--- src/rtl/bip_pkg.sv ---
// Shared encodings and default widths for the BIP execution datapath.
package bip_pkg;

    localparam int unsigned LEN_DATA  = 16;
    localparam int unsigned LEN_ADDR  = 11;
    localparam int unsigned LEN_MUX_A = 2;
    localparam int unsigned LEN_CNT   = 32;

    typedef enum logic [1:0] {
        SEL_A_RAM  = 2'd0,
        SEL_A_IMM  = 2'd1,
        SEL_A_ALU  = 2'd2,
        SEL_A_HOLD = 2'd3
    } sel_a_e;

    localparam logic SEL_B_RAM = 1'b0;
    localparam logic SEL_B_IMM = 1'b1;

    localparam logic ALU_ADD = 1'b0;
    localparam logic ALU_SUB = 1'b1;

    typedef enum logic {
        DBG_IDLE = 1'b0,
        DBG_ACK  = 1'b1
    } dbg_state_e;

endpackage

--- src/rtl/bip_alu.sv ---
// Combinational add/sub with signed overflow detection.
module bip_alu
    import bip_pkg::*;
#(
    parameter int unsigned len_data = LEN_DATA
) (
    input  logic [len_data-1:0] a,
    input  logic [len_data-1:0] b,
    input  logic                op,
    output logic [len_data-1:0] result,
    output logic                ovf
);

    always_comb begin
        result = '0;
        ovf    = 1'b0;
        if (op == ALU_SUB) begin
            result = a - b;
            ovf    = (a[len_data-1] != b[len_data-1]) && (result[len_data-1] != a[len_data-1]);
        end else begin
            result = a + b;
            ovf    = (a[len_data-1] == b[len_data-1]) && (result[len_data-1] != a[len_data-1]);
        end
    end

endmodule

--- src/rtl/bip_datapath.sv ---
// BIP execution datapath: accumulator, operand muxes, flags, cycle counter
// and a four-phase debug snapshot port.
module bip_datapath
    import bip_pkg::*;
#(
    parameter int unsigned len_data  = LEN_DATA,
    parameter int unsigned len_addr  = LEN_ADDR,
    parameter int unsigned len_mux_a = LEN_MUX_A,
    parameter int unsigned len_cnt   = LEN_CNT
) (
    input  logic                 clk,
    input  logic                 reset,
    input  logic [len_mux_a-1:0] SelA,
    input  logic                 SelB,
    input  logic                 WrAcc,
    input  logic                 Op,
    input  logic                 RdRam,
    input  logic [len_addr-1:0]  Operand,
    input  logic                 Halt,
    input  logic [len_data-1:0]  RamRdData,
    output logic [len_addr-1:0]  RamAddr,
    output logic [len_data-1:0]  RamWrData,
    output logic [len_data-1:0]  Acc,
    output logic                 Zero,
    output logic                 Neg,
    output logic                 Ovf,
    input  logic                 DbgReq,
    output logic                 DbgAck,
    output logic [len_data-1:0]  DbgAcc,
    output logic [2:0]           DbgFlags,
    output logic [len_cnt-1:0]   DbgCycles
);

    logic [len_data-1:0] ext_operand;
    logic [len_data-1:0] ram_operand;
    logic [len_data-1:0] mux_b;
    logic [len_data-1:0] mux_a;
    logic [len_data-1:0] alu_result;
    logic                alu_ovf;
    logic                acc_wr;
    logic [len_cnt-1:0]  cycle_cnt;
    dbg_state_e          state_q, state_d;
    logic                capture;

    assign ext_operand = {{(len_data-len_addr){Operand[len_addr-1]}}, Operand};
    assign ram_operand = RdRam ? RamRdData : '0;
    assign mux_b       = (SelB == SEL_B_IMM) ? ext_operand : ram_operand;

    bip_alu #(.len_data(len_data)) u_alu (
        .a      (Acc),
        .b      (mux_b),
        .op     (Op),
        .result (alu_result),
        .ovf    (alu_ovf)
    );

    always_comb begin
        mux_a = Acc;
        case (SelA)
            SEL_A_RAM: mux_a = ram_operand;
            SEL_A_IMM: mux_a = ext_operand;
            SEL_A_ALU: mux_a = alu_result;
            default:   mux_a = Acc;
        endcase
    end

    assign acc_wr    = WrAcc && (SelA != SEL_A_HOLD);
    assign RamAddr   = Operand;
    assign RamWrData = Acc;

    always_ff @(posedge clk) begin
        if (reset) begin
            Acc  <= '0;
            Zero <= 1'b0;
            Neg  <= 1'b0;
            Ovf  <= 1'b0;
        end else if (acc_wr) begin
            Acc  <= mux_a;
            Zero <= (mux_a == '0);
            Neg  <= mux_a[len_data-1];
            Ovf  <= (SelA == SEL_A_ALU) ? alu_ovf : 1'b0;
        end
    end

    always_ff @(posedge clk) begin
        if (reset) begin
            cycle_cnt <= '0;
        end else if (!Halt && (cycle_cnt != '1)) begin
            cycle_cnt <= cycle_cnt + len_cnt'(1);
        end
    end

    always_ff @(posedge clk) begin
        if (reset) begin
            state_q <= DBG_IDLE;
        end else begin
            state_q <= state_d;
        end
    end

    always_comb begin
        state_d = state_q;
        capture = 1'b0;
        case (state_q)
            DBG_IDLE: if (DbgReq) begin
                state_d = DBG_ACK;
                capture = 1'b1;
            end
            DBG_ACK: if (!DbgReq) state_d = DBG_IDLE;
            default: state_d = DBG_IDLE;
        endcase
    end

    assign DbgAck = (state_q == DBG_ACK);

    // Capture reads the pre-edge register values, so a simultaneous Acc write is not seen.
    always_ff @(posedge clk) begin
        if (reset) begin
            DbgAcc    <= '0;
            DbgFlags  <= '0;
            DbgCycles <= '0;
        end else if (capture) begin
            DbgAcc    <= Acc;
            DbgFlags  <= {Ovf, Neg, Zero};
            DbgCycles <= cycle_cnt;
        end
    end

endmodule

--- config.mk ---
export PLATFORM = sky130hd
export DESIGN_NAME = bip_datapath
export DESIGN_NICKNAME = d
export VERILOG_FILES = /design/src/rtl/bip_pkg.sv /design/src/rtl/bip_alu.sv /design/src/rtl/bip_datapath.sv
export SDC_FILE = /design/constraint.sdc
export NUM_CORES = 1
export LEC_CHECK = 0
export CORE_ASPECT_RATIO = 0.5
export CORE_MARGIN = 5
export CORE_UTILIZATION = 40
export DETAILED_ROUTE_END_ITERATION = 6
export PLACE_DENSITY_LB_ADDON = 0.3
export SLEW_MARGIN = 20
export SYNTH_ARGS = -nofsm -noshare
export SYNTH_HDL_FRONTEND = slang
export SYNTH_SLANG_ARGS = --single-unit
--- constraint.sdc ---
create_clock -name clk -period 7.8 [get_ports clk]
set_clock_uncertainty 0.1 [all_clocks]
set_input_delay 0.78 -clock clk [delete_from_list [all_inputs] [get_ports clk]]
set_output_delay 0.78 -clock clk [all_outputs]
set_load 0.03 [all_outputs]
# Word-level counts from Yosys, hierarchy flattened
# Index checks and enable logic that the tools add are counted.
[totals]
word_cells = 35
reg_bits = 103
[classes]
n_addsub = 3
muxes = 8
n_eq_ne = 8
n_reduce_logical = 7
[op_table]
columns = ["op", "count"]
rows = [
  ["$mux 16", 3],
  ["$pmux 16 s3", 1],
  ["$add 32x1->32 const B", 1],
  ["$ne 32x32->1 const B", 1],
  ["$add 16x16->16", 1],
  ["$logic_not 16->1", 1],
  ["$sub 16x16->16", 1],
  ["$logic_and 1x1->1", 4],
  ["$mux 1", 4],
  ["$ne 1x1->1", 3],
  ["$eq 2x1->1 const B", 1],
  ["$eq 2x2->1 const B", 1],
  ["$logic_not 2->1", 1],
  ["$ne 2x2->1 const B", 1],
  ["$eq 1x1->1", 1],
  ["$logic_not 1->1", 1],
]

# Depth between registers and ports, before layout
[logic_depth]
ltp_word = 7
mapped_depth = 15

# Modules after synthesis
# Synthesis repeated with hierarchy kept, for this count alone.
[unflattened]
hier_cells = 875
area_unflattened_um2 = 6516.2
[by_module_without_submodules]
columns = ["mod", "seq_area_each_um2", "area_per_inst_um2", "instances", "cells_each"]
rows = [
  ["bip_datapath", 2021.9, 4823.4, 1, 635],
  ["bip_alu", 0.0, 1692.9, 1, 240],
]

# Worst setup path before layout
# No wires, ideal clock.
[synth_timing]
path_kind = "in2reg"
start = "input port SelB"
end = "register Zero"
path_slack_ps = 3935
path_buffers = 2
t_arrival_ps = 3678
required_ps = 7613
path_stages = 13
setup_ps = 87
cell_sequence = "clkbuf_1 -> clkbuf_1 -> nand2_1 -> o21ai_0 -> ha_1 -> or2_1 -> a211o_1 -> a211oi_2 -> a211oi_1 -> o311a_1 -> a2111oi_2 -> o311ai_1 -> o31ai_1"
[synth_between]
elab_chain_len = 5
word_cells_on_any_way = 6
cone_classes = "add/sub (2); mux (3); reduce/logical (1)"
[synth_rtl]
columns = ["element", "line_no", "rtl"]
rows = [
  ["from (decl)", "bip_datapath.sv:14", "input logic SelB,"],
  ["$mux 16 (*)", "bip_datapath.sv:47", "assign mux_b = (SelB == SEL_B_IMM) ? ext_operand : ram_operand;"],
  ["$add 16x16->16 or $sub 16x16->16 (tied branches)", "bip_alu.sv:21, bip_alu.sv:18", ""],
  ["$mux 16 (*)", "bip_alu.sv:17", "if (op == ALU_SUB) begin"],
  ["$pmux 16 s3 (*)", "bip_datapath.sv:59", "case (SelA)"],
  ["$logic_not 16->1 (*)", "bip_datapath.sv:79", "Zero <= (mux_a == '0);"],
  ["to (signal assigned)", "bip_datapath.sv:79", ""],
  ["to (decl)", "bip_datapath.sv:24", "output logic Zero,"],
]
# Mark *: on every way between the ends. The rest lies on a longest branch, timed or not.
# A chain may end at the register's enable or synchronous reset.

# Worst setup path in the final report
# Ends and elaborated chain as after synthesis.

==> impl_metrics.json <==
{
  "synthesis.nets": 943,
  "overflow": 0,
  "seq_area_frac_synth_pct": 30.6,
  "synth_edf_count": 0,
  "slew_headroom_pct": 27.1,
  "cap_viol_max_count": 0,
  "dr_total_vias": 6279,
  "clock-sinks": 101,
  "p_leak_nw": 2.97,
  "synthFlopType": "dfxtp_1",
  "syn_area_um2": 6610,
  "insertion_delay_ns": 0.34,
  "hold_class": "reg -> reg",
  "ir_drop_v": 0.0000839,
  "wl_per_cell_um": 16.4,
  "p_seq_share_pct": 41.9,
  "drtIter0Drc": 563,
  "synth_area_leader_cell": "dfxtp_1",
  "dieHeight_um": 101,
  "async_flop_share_pct": 0,
  "cts_root_buffer": "clkbuf_16",
  "holdBufCountCts": 0,
  "synth_common_cells": "nand2_1, dfxtp_1, a21oi_1",
  "fmax_ghz": 0.207,
  "grt_pass1_vias": 5856,
  "fin_area_um2": 8070,
  "cp-start-kind": "primary input",
  "ant_nets": 0,
  "p_total_mw": 1.31,
  "holdPathStages": 2,
  "cp_data_required_time_ns": 7.95,
  "place_area_um2": 7760,
  "reg2regPathDepth": 9,
  "multi_input_area_um2": 3960,
  "fin_crit_sh_pct": 61.9,
  "p_sw_share_pct": 32.9,
  "finish.utilization_pct": 49.6,
  "antenna_found_initial": 0,
  "grt_pass1_wl_mm": 30.5,
  "fin_nets": 1013,
  "syn_to_final_growth_pct": 22.2,
  "drt_wl_total_mm": 19.2,
  "nFillCells": 1643,
  "dr.pass1.iters": 5,
  "rsz0062_at_grt": "no",
  "grt_max_degree": 92,
  "dieArea_um2": 19300,
  "wl_met2_mm": 8.89,
  "arrival_ns": 4.98,
  "dr_wl_met3_mm": 1.14,
  "rows": 33,
  "fin_crit_ns": 4.83,
  "p_int_mw": 0.882,
  "worst_pin_slew_ns": 1.09,
  "synthCells": 869,
  "synth.area.top_cells": "dfxtp_1, nand2_1, ha_1, a21oi_1, buf_4",
  "grt_util_all_layers_pct": 19.3,
  "path_max_fanout": 21,
  "avgSynthCellArea_um2": 7.60,
  "synth_cell_types": 72,
  "stdcell_count": 1170,
  "cts_setup_buffers": 0,
  "post_cts_resized": 0,
  "power_frac_comb_pct": 27.0,
  "cts_max_level": 3,
  "routabilityCongestion": 0.927,
  "die_w_um": 192,
  "worstSetupPathType": "in -> reg",
  "drive_gt1_share_pct": 4.35,
  "coreArea_um2": 16300,
  "antenna_cells": 0,
  "area.sequential_um2": 2020,
  "p_per_area_nw_per_um2": 163,
  "ios": 135,
  "clk_pin_slew_ns": 0.07,
  "outcome": "finished, final reports clean",
  "drv_slew": 0,
  "synthMostInstantiatedCell": "nand2_1",
  "dp.cells": 1154,
  "initial_utilization_pct": 40.6,
  "power_frac_clock_pct": 31.1,
  "hold_violations": 0,
  "ys_ff_latch": 101,
  "synth_warnings": 0,
  "setup_tns_ns": 0,
  "switchingPower_mw": 0.433,
  "cp-end-kind": "flop",
  "cts_buffer_depth": 2,
  "cts_made_buffers": 9,
  "highest_layer": "met4",
  "viasPerCell": 5.37,
  "met1_length_mm": 8.77,
  "synth_top_area_share_pct": 30.6,
  "final-setup-viol-count": 0,
  "drc": 0,
  "cts_tree": "yes",
  "io_buffers": 134,
  "hpwl_mm": 14.1
}
==> path summary, 6_finish.rpt <==
kind                                                  from                    endpoint  slack, ns
worst max register to register         Acc[6]$_SDFFE_PP0P_           Zero$_SDFFE_PP0P_       4.37
worst min-delay path            DbgCycles[17]$_SDFFE_PP0P_  DbgCycles[17]$_SDFFE_PP0P_       0.35
worst max-delay path                                  SelB           Zero$_SDFFE_PP0P_       2.97
worst min register to register  DbgCycles[17]$_SDFFE_PP0P_  DbgCycles[17]$_SDFFE_PP0P_       0.35
==> worst max-delay path: stages <==
cell	delay (ns)
clkdlybuf4s50_1	0.88
nor2b_1	0.28
a22o_1	0.28
ha_1	0.53
and2b_1	0.27
a211oi_1	0.35
a211oi_2	0.13
a211oi_1	0.46
o31ai_1	0.19
a2111oi_2	0.41
o311ai_1	0.17
o31ai_1	0.24
==> layer usage <==
layer / global-route usage (%) / vias to the layer above
li1: - / 3164
met1: 26.3 / 2886
met2: 31.3 / 190
met3: 3.63 / 39
met4: 5.79 / 0
met5: 0 / -
==> per-stage QoR <==
step | hold WS (ns) | worst slack [ns]
after floorplan | 0.352 | 3.93
after global placement | 0.342 | 2.87
after detailed placement | 0.346 | 2.75
after CTS | 0.356 | 3.11
after global routing | 0.365 | 2.73
final | 0.353 | 2.97
==> registers in the layout, indices dropped and copies added (netlist names) <==
signal     cells
cycle_cnt     32
DbgAcc        15
Zero           1
DbgCycles     32
Acc           16
Ovf            1
DbgAck         1
DbgFlags       3
==> layout make-up <==
type	count	area share, %
well taps	227	3.52
multi-input cells	651	49.1
clock buffers	9	2.79
flip-flops and latches	101	25.0
repair buffers	139	17.3
inverters	37	1.72
clock inverters	6	0.573
==> placed cells by master (no fill, tap or decap), types with 10 or more instances in the layout <==
master	n
nand2_1	162
clkdlybuf4s50_1	133
dfxtp_1	101
a21oi_1	86
nor2_1	66
o21ai_0	38
inv_1	37
ha_1	35
xor2_1	21
nand3_1	21
nor3_1	19
a211oi_1	14
xnor2_1	13
nand4_1	10
and4_1	10
==> cells by family (layout without fill, tap and decap cells) <==
logic type	Yosys count	count (layout)	share of synthesized area, %
AOI/OAI and AO/OA	216	216	21.5
and+or+nand+nor	358	358	25.5
muxes	6	6	0.909
adders and majority gates	37	37	7.23
buffers and inverters	117	191	9.70
xor gates and xnor gates	34	34	4.51
DFF	101	101	30.6
==> power by group through the flow <==
stage / clock, mW / combinational, mW / sequential [mW]
2_1_floorplan: 0 / 0.237 / 0.574
3_3_place_gp: 0 / 0.347 / 0.562
3_5_place_dp: 0 / 0.348 / 0.562
4_1_cts: 0.420 / 0.349 / 0.551
5_1_grt: 0.445 / 0.384 / 0.553
6_report: 0.408 / 0.355 / 0.551
Note: power is estimated with default switching activity, not from simulation.
